===== src/rtl/trap_controller.sv =====
// Machine-mode trap sequencer: owns the trap CSRs and arbitrates exceptions,
// interrupts, MRET and WFI into a registered PC redirect.
module trap_controller #(
   parameter int              XLEN        = 32,
   parameter logic [XLEN-1:0] MTVEC_RESET = '0
) (
   input  logic            clk,
   input  logic            rst_n,
   input  logic            instr_valid,
   input  logic [XLEN-1:0] instr_pc,
   input  logic            exc_request,
   input  logic [XLEN-1:0] exc_cause,
   input  logic            exc_ret,
   input  logic            is_wfi,
   input  logic            timer_irq,
   input  logic            ext_irq,
   input  logic            csr_we,
   input  logic [11:0]     csr_addr,
   input  logic [XLEN-1:0] csr_wdata,
   output logic [XLEN-1:0] csr_rdata,
   output logic            kill,
   output logic            stall,
   output logic            redirect_valid,
   output logic [XLEN-1:0] redirect_pc,
   output logic            trap_taken
);

   typedef enum logic [1:0] {RUN, JUMP, SLEEP} state_t;

   localparam logic [XLEN-1:0] CAUSE_MEI  = {1'b1, (XLEN-1)'(11)};
   localparam logic [XLEN-1:0] CAUSE_MTI  = {1'b1, (XLEN-1)'(7)};
   localparam logic [XLEN-1:0] LOW2_CLEAR = ~XLEN'(3);
   localparam logic [XLEN-1:0] MSB_CLEAR  = {1'b0, {(XLEN-1){1'b1}}};

   state_t          r_state;
   logic            r_mstatusMie;
   logic            r_mstatusMpie;
   logic            r_mieMtie;
   logic            r_mieMeie;
   logic [XLEN-1:0] r_mtvec;
   logic [XLEN-1:0] r_mepc;
   logic [XLEN-1:0] r_mcause;
   logic [XLEN-1:0] r_wfiPc;
   logic [XLEN-1:0] r_redirectPc;
   logic            r_redirectValid;
   logic            r_trapTaken;

   logic            w_run;
   logic            w_extHit;
   logic            w_tmrHit;
   logic            w_isIrq;
   logic            w_retire;
   logic            w_trapRun;
   logic            w_mretRun;
   logic            w_wfiRun;
   logic            w_wake;
   logic            w_trapWake;
   logic            w_trap;
   logic [XLEN-1:0] w_cause;
   logic [XLEN-1:0] w_base;
   logic [XLEN-1:0] w_target;
   logic [XLEN-1:0] w_wfiNext;
   logic [XLEN-1:0] w_trapPc;

   assign w_run      = (r_state == RUN);
   assign w_extHit   = r_mstatusMie & r_mieMeie & ext_irq;
   assign w_tmrHit   = r_mstatusMie & r_mieMtie & timer_irq;
   assign w_isIrq    = w_extHit | w_tmrHit;
   assign w_retire   = w_run & instr_valid;
   assign w_trapRun  = w_retire & (w_isIrq | exc_request);
   assign w_mretRun  = w_retire & ~w_trapRun & exc_ret;
   assign w_wfiRun   = w_retire & ~w_trapRun & ~exc_ret & is_wfi;
   // Wake-up ignores the global MIE; only a globally enabled source becomes a trap.
   assign w_wake     = (r_state == SLEEP) & ((timer_irq & r_mieMtie) | (ext_irq & r_mieMeie));
   assign w_trapWake = w_wake & w_isIrq;
   assign w_trap     = w_trapRun | w_trapWake;

   assign w_cause   = w_extHit ? CAUSE_MEI : (w_tmrHit ? CAUSE_MTI : (exc_cause & MSB_CLEAR));
   assign w_base    = r_mtvec & LOW2_CLEAR;
   assign w_target  = ((r_mtvec[1:0] == 2'b01) && w_isIrq) ? (w_base + (w_cause << 2)) : w_base;
   assign w_wfiNext = r_wfiPc + XLEN'(4);
   assign w_trapPc  = w_trapWake ? w_wfiNext : instr_pc;

   assign kill           = w_trapRun;
   assign stall          = (r_state != RUN);
   assign redirect_valid = r_redirectValid;
   assign redirect_pc    = r_redirectPc;
   assign trap_taken     = r_trapTaken;

   always_comb begin
      csr_rdata = '0;
      case (csr_addr)
         12'h300: begin
            csr_rdata[3] = r_mstatusMie;
            csr_rdata[7] = r_mstatusMpie;
         end
         12'h304: begin
            csr_rdata[7]  = r_mieMtie;
            csr_rdata[11] = r_mieMeie;
         end
         12'h305: csr_rdata = r_mtvec;
         12'h341: csr_rdata = r_mepc;
         12'h342: csr_rdata = r_mcause;
         12'h344: begin
            csr_rdata[7]  = timer_irq;
            csr_rdata[11] = ext_irq;
         end
         default: csr_rdata = '0;
      endcase
   end

   // CSR writes land first so that trap and MRET side effects override them.
   always_ff @(posedge clk or negedge rst_n) begin
      if (!rst_n) begin
         r_state         <= RUN;
         r_mstatusMie    <= 1'b0;
         r_mstatusMpie   <= 1'b0;
         r_mieMtie       <= 1'b0;
         r_mieMeie       <= 1'b0;
         r_mtvec         <= MTVEC_RESET;
         r_mepc          <= '0;
         r_mcause        <= '0;
         r_wfiPc         <= '0;
         r_redirectPc    <= '0;
         r_redirectValid <= 1'b0;
         r_trapTaken     <= 1'b0;
      end else begin
         r_redirectValid <= 1'b0;
         r_trapTaken     <= 1'b0;
         if (csr_we && w_run && !w_trapRun) begin
            case (csr_addr)
               12'h300: begin
                  r_mstatusMie  <= csr_wdata[3];
                  r_mstatusMpie <= csr_wdata[7];
               end
               12'h304: begin
                  r_mieMtie <= csr_wdata[7];
                  r_mieMeie <= csr_wdata[11];
               end
               12'h305: r_mtvec  <= csr_wdata;
               12'h341: r_mepc   <= csr_wdata & LOW2_CLEAR;
               12'h342: r_mcause <= csr_wdata;
               default: ;
            endcase
         end
         if (w_trap) begin
            r_mepc          <= w_trapPc & LOW2_CLEAR;
            r_mcause        <= w_cause;
            r_mstatusMpie   <= r_mstatusMie;
            r_mstatusMie    <= 1'b0;
            r_redirectPc    <= w_target;
            r_redirectValid <= 1'b1;
            r_trapTaken     <= 1'b1;
            r_state         <= JUMP;
         end else if (w_mretRun) begin
            r_mstatusMie    <= r_mstatusMpie;
            r_mstatusMpie   <= 1'b1;
            r_redirectPc    <= r_mepc;
            r_redirectValid <= 1'b1;
            r_state         <= JUMP;
         end else if (w_wfiRun) begin
            r_wfiPc <= instr_pc;
            r_state <= SLEEP;
         end else if (w_wake) begin
            r_redirectPc    <= w_wfiNext;
            r_redirectValid <= 1'b1;
            r_state         <= JUMP;
         end else if (r_state == JUMP) begin
            r_state <= RUN;
         end
      end
   end

endmodule


===== config.mk =====
export PLATFORM = sky130hd
export DESIGN_NAME = trap_controller
export DESIGN_NICKNAME = d
export VERILOG_FILES = /design/src/rtl/trap_controller.sv
export SDC_FILE = /design/constraint.sdc
export NUM_CORES = 1
export LEC_CHECK = 0
export CAP_MARGIN = 30
export CELL_PAD_IN_SITES_DETAIL_PLACEMENT = 1
export CELL_PAD_IN_SITES_GLOBAL_PLACEMENT = 1
export CORE_ASPECT_RATIO = 1.2
export CORE_MARGIN = 2
export CORE_UTILIZATION = 38
export CTS_BUF_LIST = sky130_fd_sc_hd__clkbuf_2
export CTS_CLUSTER_DIAMETER = 60
export DETAILED_ROUTE_END_ITERATION = 8
export PLACE_DENSITY = 0.88
export SLEW_MARGIN = 15
export SYNTH_ARGS = -nofsm -noshare
export SYNTH_HDL_FRONTEND = slang
export SYNTH_SLANG_ARGS = --single-unit

===== constraint.sdc =====
create_clock -name clk -period 3.2 [get_ports clk]
set_input_delay 0.48 -clock clk [delete_from_list [all_inputs] [get_ports clk]]
set_output_delay 0.48 -clock clk [all_outputs]
set_load 0.02 [all_outputs]

### After elaboration in Yosys (flattened, before gate mapping)

Cells that the tools add are included.

* input bits: 117
* logic and storage cells: 105
* output and inout port bits: 68
* flip-flop bits (word level): 168

* reduce and logical (&&, ||, !) cells: 20
* equality and inequality tests: 10
* bitwise gates (word level): 22
* add/sub/neg operators: 2
* muxes and demuxes: 39

Operator list (number)
* 32-bit two-way mux: 14
* 12-bit by 10-bit == test with 1-bit output, second input constant: 6
* 20-bit one-hot mux with 3 select lines: 1
* 32-bit by 3-bit adder with 32-bit output, second input constant: 1
* 32-bit adder: 1
* 3-bit one-hot mux with 3 select lines: 3
* 1-bit bitwise AND: 14
* 1-bit two-way mux: 13
* 2-bit AND reduction: 6
* 2-bit two-way mux: 5
* 3-bit nonzero test: 3
* 2-bit nonzero test: 4
* 1-bit one-hot mux with 6 select lines: 1
* 1-bit one-hot mux with 5 select lines: 1
* 5-bit nonzero test: 1
* 2-bit by 1-bit == test with 1-bit output, second input constant: 2
* 1-bit inverter: 4
* 1-bit bitwise OR: 4
* 1-bit one-hot mux with 4 select lines: 1
* 1-bit logical AND: 3
* 3-bit by 2-bit inequality test with 1-bit output, second input constant: 1
* 3-bit AND reduction: 1
* 2-bit == test, second input constant: 1
* 2-bit logical NOT: 1
* 1-bit logical NOT: 1

### Logic depth before layout (Yosys ltp)

* depth in word-level cells: 12
* depth in mapped cells: 16
* depth with buffers taken out: 15

### Least setup slack after synthesis

Ideal clock, no wire load.

* path kind: input to register
* start: input timer_irq
* end: register r_redirectPc[30], in the netlist redirect_pc[30]
* arrival time: 3349 ps
* path buffers: 1
* cell stages on the path: 16
* path slack: -219 ps
* data required time: 3130 ps
* library setup time: 70 ps
* cells stage by stage: a22o_1 nand2_1 clkbuf_1 nand2b_1 ha_1 inv_1 fa_1 nor2b_4 o31a_1 o21ai_2 nor3b_4 nor2_2 a2111oi_4 nor4_2 or4_1 nand3b_1

* longest elaborated chain between the ends: 10
* elaborated cells between the ends (all ways): 24
* classes of those cells: 1 x add/sub; 1 x eq/ne; 5 x mux; 14 x bitwise; 3 x reduce/logical

RTL lines
* start: declaration: RTL line 15 `input logic timer_irq,`
* parallel branches: the longest is 10 deep, another holds 32-bit adder
* end signal: assignment: RTL line 151 `r_redirectPc <= w_target;`
* end signal: assignment: RTL line 158 `r_redirectPc <= r_mepc;`
* end signal: assignment: RTL line 165 `r_redirectPc <= w_wfiNext;`
* end: declaration: RTL line 44 `logic [XLEN-1:0] r_redirectPc;`

Several ways; the timed one is not identified.
A chain may end at the register's enable or synchronous reset.

### Worst setup path in the final report

* start: register r_mieMtie
* end: register r_redirectPc[25], in the netlist redirect_pc[25]

* longest elaborated chain between the ends: 11
* elaborated cells between the ends (all ways): 25
* classes of those cells: 1 x add/sub; 1 x eq/ne; 5 x mux; 15 x bitwise; 3 x reduce/logical

RTL lines
* start: declaration: RTL line 38 `logic r_mieMtie;`
* start signal: assignment: RTL line 137 `r_mieMtie <= csr_wdata[7];`
* parallel branches: the longest is 11 deep, another holds 32-bit adder

Several ways; the timed one is not identified.

==> impl_results.rst <==
.. list-table::
   :header-rows: 1

   * - Metric
     - Value
   * - Routed len/inst
     - 28.2 microns
   * - Placeable core region
     - between 0.02 and 0.03 sq mm
   * - Total number of vias
     - ~12,000
   * - Root Driver
     - sky130_fd_sc_hd__clkbuf_2
   * - Number of design-rule violations left by the first detailed-router iteration
     - about 1,500
   * - Maximum fanout along the worst path
     - 5
   * - Setup-failing EPs final
     - 26
   * - Dominant cell by count in the synthesized netlist
     - sky130_fd_sc_hd__dfrtp_1
   * - Via count of the first global-routing pass
     - 12,100
   * - Gate power share
     - 0.411
   * - Maximum ir drop on the vdd rail
     - ~250 uV
   * - Total overflow reported by the global router
     - 0
   * - Antenna violations before repair
     - 3
   * - Post-synth top cells
     - sky130_fd_sc_hd__dfrtp_1, sky130_fd_sc_hd__nand2_1, sky130_fd_sc_hd__nor2_1
   * - Die footprint
     - a little under 0.03 sq mm
   * - Post-route clock period utilization
     - 1.11
   * - Dominant cells by area after synthesis
     - sky130_fd_sc_hd__dfrtp_1, sky130_fd_sc_hd__nand2_1, sky130_fd_sc_hd__a21oi_1
   * - Fin crit period
     - between 3 and 4 ns
   * - CP top delay family
     - compound AO/OA/AOI/OAI gates
   * - Remaining routing DRC violations
     - 0
   * - H-tree level count
     - 4
   * - Max Clock Skew
     - 0.0490 ns
   * - Power Internal
     - 4.76 mW
   * - Ys Warns
     - 0
   * - Final weighted congestion in routability-driven placement
     - a little over 0.9
   * - Buffer depth of the longest clock path
     - 2
   * - Final core utilization
     - 0.535
   * - Total CTS buffers
     - 17
   * - Sequential cell area fraction in the yosys report
     - 0.392
   * - Failing checks
     - setup timing
   * - Type of element capturing the critical path
     - register
   * - GRT Overall Usage
     - 0.317
   * - Headroom to the max-slew limit
     - 0.434
   * - Arrival time of the worst setup path
     - 4.31 ns
   * - Unique cell type count in the Yosys netlist
     - 75
   * - RSZ-0062 raised after global routing
     - true
   * - Sequential share of power
     - 0.458
   * - Worst path cell trace
     - a22o_4 -> nand2_8 -> buf_4 -> and2_1 -> ha_1 -> and3_1 -> buf_4 -> and3_1 -> a221o_1 -> o31ai_2 -> o31a_1 -> o211ai_1 -> a21oi_1 -> o22a_1
   * - Worst path max stage delay
     - approximately 0.50 ns
   * - Power per standard cell area
     - 570 mW/mm^2
   * - Worst setup path category
     - reg -> reg
   * - Setup WS post-layout
     - -0.349 ns
   * - Cell Count Post-Placement
     - 1,799
   * - Number of sinks driven by the clock tree
     - ~170
   * - Synthesized instance count
     - 1,188
   * - Number of enable-type register cells in the synthesized netlist
     - 0
   * - I/O Buffers
     - 183
   * - Worst path slowest cell
     - sky130_fd_sc_hd__dfrtp_2
   * - Required time of the critical path
     - 3.96 ns
   * - Main flop type after synthesis
     - sky130_fd_sc_hd__dfrtp_1
   * - Number of core rows
     - 67
   * - Ratio of routed vias to standard cells
     - 6.53
   * - Max-slew violation total from the final report
     - 0
   * - Worst-margin pin slew
     - 0.850 ns
   * - Final instance count without filler cells
     - 1,851
   * - Final-stage net count
     - ~1,600
   * - TritonCTS clock tree
     - built
   * - Net count after synthesis
     - 1,336
   * - Share of total power in the clock network
     - 0.132
   * - Global-route wire length before repair
     - 71,100 microns
   * - Maxcap violations
     - 0
   * - WP buf/inv
     - 2
   * - Fraction of registers with async set/reset
     - 1.00
   * - Yosys top cell by area
     - sky130_fd_sc_hd__dfrtp_1
   * - Proportion of layout cells with a drive suffix above 1
     - 0.231
   * - Power spent charging and discharging nets
     - 3.67 mW
   * - Timing-limited maximum frequency
     - 282 MHz
   * - Number of optimization iterations in the first detailed-route pass
     - 9
   * - Leakage power total
     - approximately 6.8 nW
   * - I/O pin count
     - 185
   * - Worst min path class
     - in -> async
   * - Post-synthesis cell area
     - 0.0106 sq mm
   * - CP Launch Type
     - register
   * - Count of antenna-violating nets left after detailed routing
     - 0
   * - Width of the die
     - 157 microns
   * - Area share of the leading cell type in the synthesized netlist
     - 0.392
   * - Post-synthesis area per instance
     - 8.93 sq um
   * - Clock slew at the register clock pins of the worst setup and hold paths
     - between 0.2 and 0.3 ns
   * - Die span in y
     - 187 microns
   * - Maximum number of pins on one net before global-route repair
     - 114
   * - Switching part of the total
     - 0.435
   * - Outcome
     - finished, violations left
   * - Synthesis-stage register bit count
     - around 170
   * - Half-perimeter wire length after placement
     - about 35,000 microns
   * - Clock latency on the worst-skew pair
     - slightly above 0.8 ns
   * - Signed area change from the synthesized netlist to the final layout
     - 39.5%
   * - Final routed wirelength across all metal layers
     - 52,200 microns
   * - Pre-CTS worst setup slack
     - -0.757 ns
   * - Initial Util
     - 0.383
   * - Final-report hold violation count
     - 0
worst reg2reg max path, stage by stage, from the launching register on:
cell	delay, ns
sky130_fd_sc_hd__dfrtp_2	0.50
sky130_fd_sc_hd__a22o_4	0.29
sky130_fd_sc_hd__nand2_8	0.11
sky130_fd_sc_hd__buf_4	0.12
sky130_fd_sc_hd__and2_1	0.15
sky130_fd_sc_hd__ha_1	0.26
sky130_fd_sc_hd__and3_1	0.22
sky130_fd_sc_hd__buf_4	0.14
sky130_fd_sc_hd__and3_1	0.17
sky130_fd_sc_hd__a221o_1	0.37
sky130_fd_sc_hd__o31ai_2	0.28
sky130_fd_sc_hd__o31a_1	0.32
sky130_fd_sc_hd__o211ai_1	0.21
sky130_fd_sc_hd__a21oi_1	0.22
sky130_fd_sc_hd__o22a_1	0.16
final cells by class:
| type | instances | area, sq um |
|---|---|---|
| Fill cell | 3156 | 12900 |
| Multi-Input combinational cell | 903 | 6470 |
| Sequential cell | 166 | 4160 |
| Timing Repair Buffer | 364 | 3390 |
| Tap cell | 345 | 432 |
| Inverter | 44 | 165 |
| Clock buffer | 19 | 95.1 |
| Clock inverter | 8 | 87.6 |
| Antenna cell | 2 | 5.00 |
cells in the final DEF (no fill, tap or decap), drive strengths merged, types with 9 or more instances in the layout:
cell type      instances
mux2i                 34
a31oi                 38
o21ai                 42
inv                   44
a21oi                 98
and3                  11
mux2                  68
nand2                158
ha                    30
buf                  181
a211oi                37
dfrtp                166
a21o                  12
clkdlybuf4s50        148
a222oi                27
clkbuf                32
nand4                  9
dlygate4sd2            9
clkdlybuf4s15         11
and2                  38
nand3                 25
xnor2                 27
nor2                 108
xor2                  24
repair_timing:
action	4_1_cts	5_1_grt
pin swaps	8	42
setup endpoints to repair	49	52
gates cloned	0	1
setup buffers	5	17
gates resized for setup	61	112
hold buffers	1	0
hold endpoints to repair	62	0
metrics by stage:
stage / power, mW / cell area (sq um) / setup TNS, ns / hold WS [ns]
final: 8.43 / 14800 / -2.22 / 0.188
after global routing: 8.70 / 14800 / -4.30 / 0.236
after CTS: 8.04 / 14300 / -0.522 / 0.207
after detailed placement: 6.94 / 14000 / -21.51 / 0.489
after global placement: 6.66 / 14000 / -17.45 / 0.469
after floorplan: 5.26 / 10700 / -0.135 / 0.184
flip-flops by register name (all words and copies together) (netlist names):
signal,flops
redirect_valid,1
r_mtvec,32
r_mcause,32
r_mstatusMpie,1
trap_taken,1
r_state,2
r_wfiPc,32
r_mieMtie,1
redirect_pc,32
r_mepc,30
r_mieMeie,1
r_mstatusMie,1
path summary, 6_finish.rpt:
path | start | endpoint | slack (ns) | cells after the start
min reg2reg | redirect_pc[3]$_DFFE_PN0P_ | redirect_pc[3]$_DFFE_PN0P_ | 0.53 | 2
max reg2reg | r_mieMtie$_DFFE_PN0P_ | redirect_pc[25]$_DFFE_PN0P_ | -0.35 | 14
min in group clk | csr_wdata[1] | r_mtvec[1]$_DFFE_PN0P_ | 0.27 | 2
max in group asynchronous | rst_n | r_mepc[17]$_DFFE_PN0P_ | 2.22 | 3
min | rst_n | trap_taken$_DFF_PN0_ | 0.19 | 2
max | r_mieMtie$_DFFE_PN0P_ | redirect_pc[25]$_DFFE_PN0P_ | -0.35 | 14
cell families after synthesis:
logic type      share of synthesized area
mux                                 0.104
flops                               0.392
buf+inv                            0.0448
xor+xnor                           0.0421
fa+ha+maj                          0.0373
simple gates                        0.173
compound gates                      0.207
layer usage:
metal / GRT usage / share of wire
met4: 0.169 / 0.074
met3: 0.0582 / 0.098
met1: 0.403 / 0.37
met2: 0.511 / 0.46
met5: 0 / 0
power groups by stage:
stage               Sequential (mW)  Clock, mW  Combinational (mW)
floorplan                      3.68          0                1.58
global placement               3.67          0                2.98
detailed placement             3.76          0                3.18
CTS                            3.74       1.07                3.23
global route                   3.89       1.17                3.64
finish                         3.86       1.11                3.46
Power figures use the tool's default switching activity.
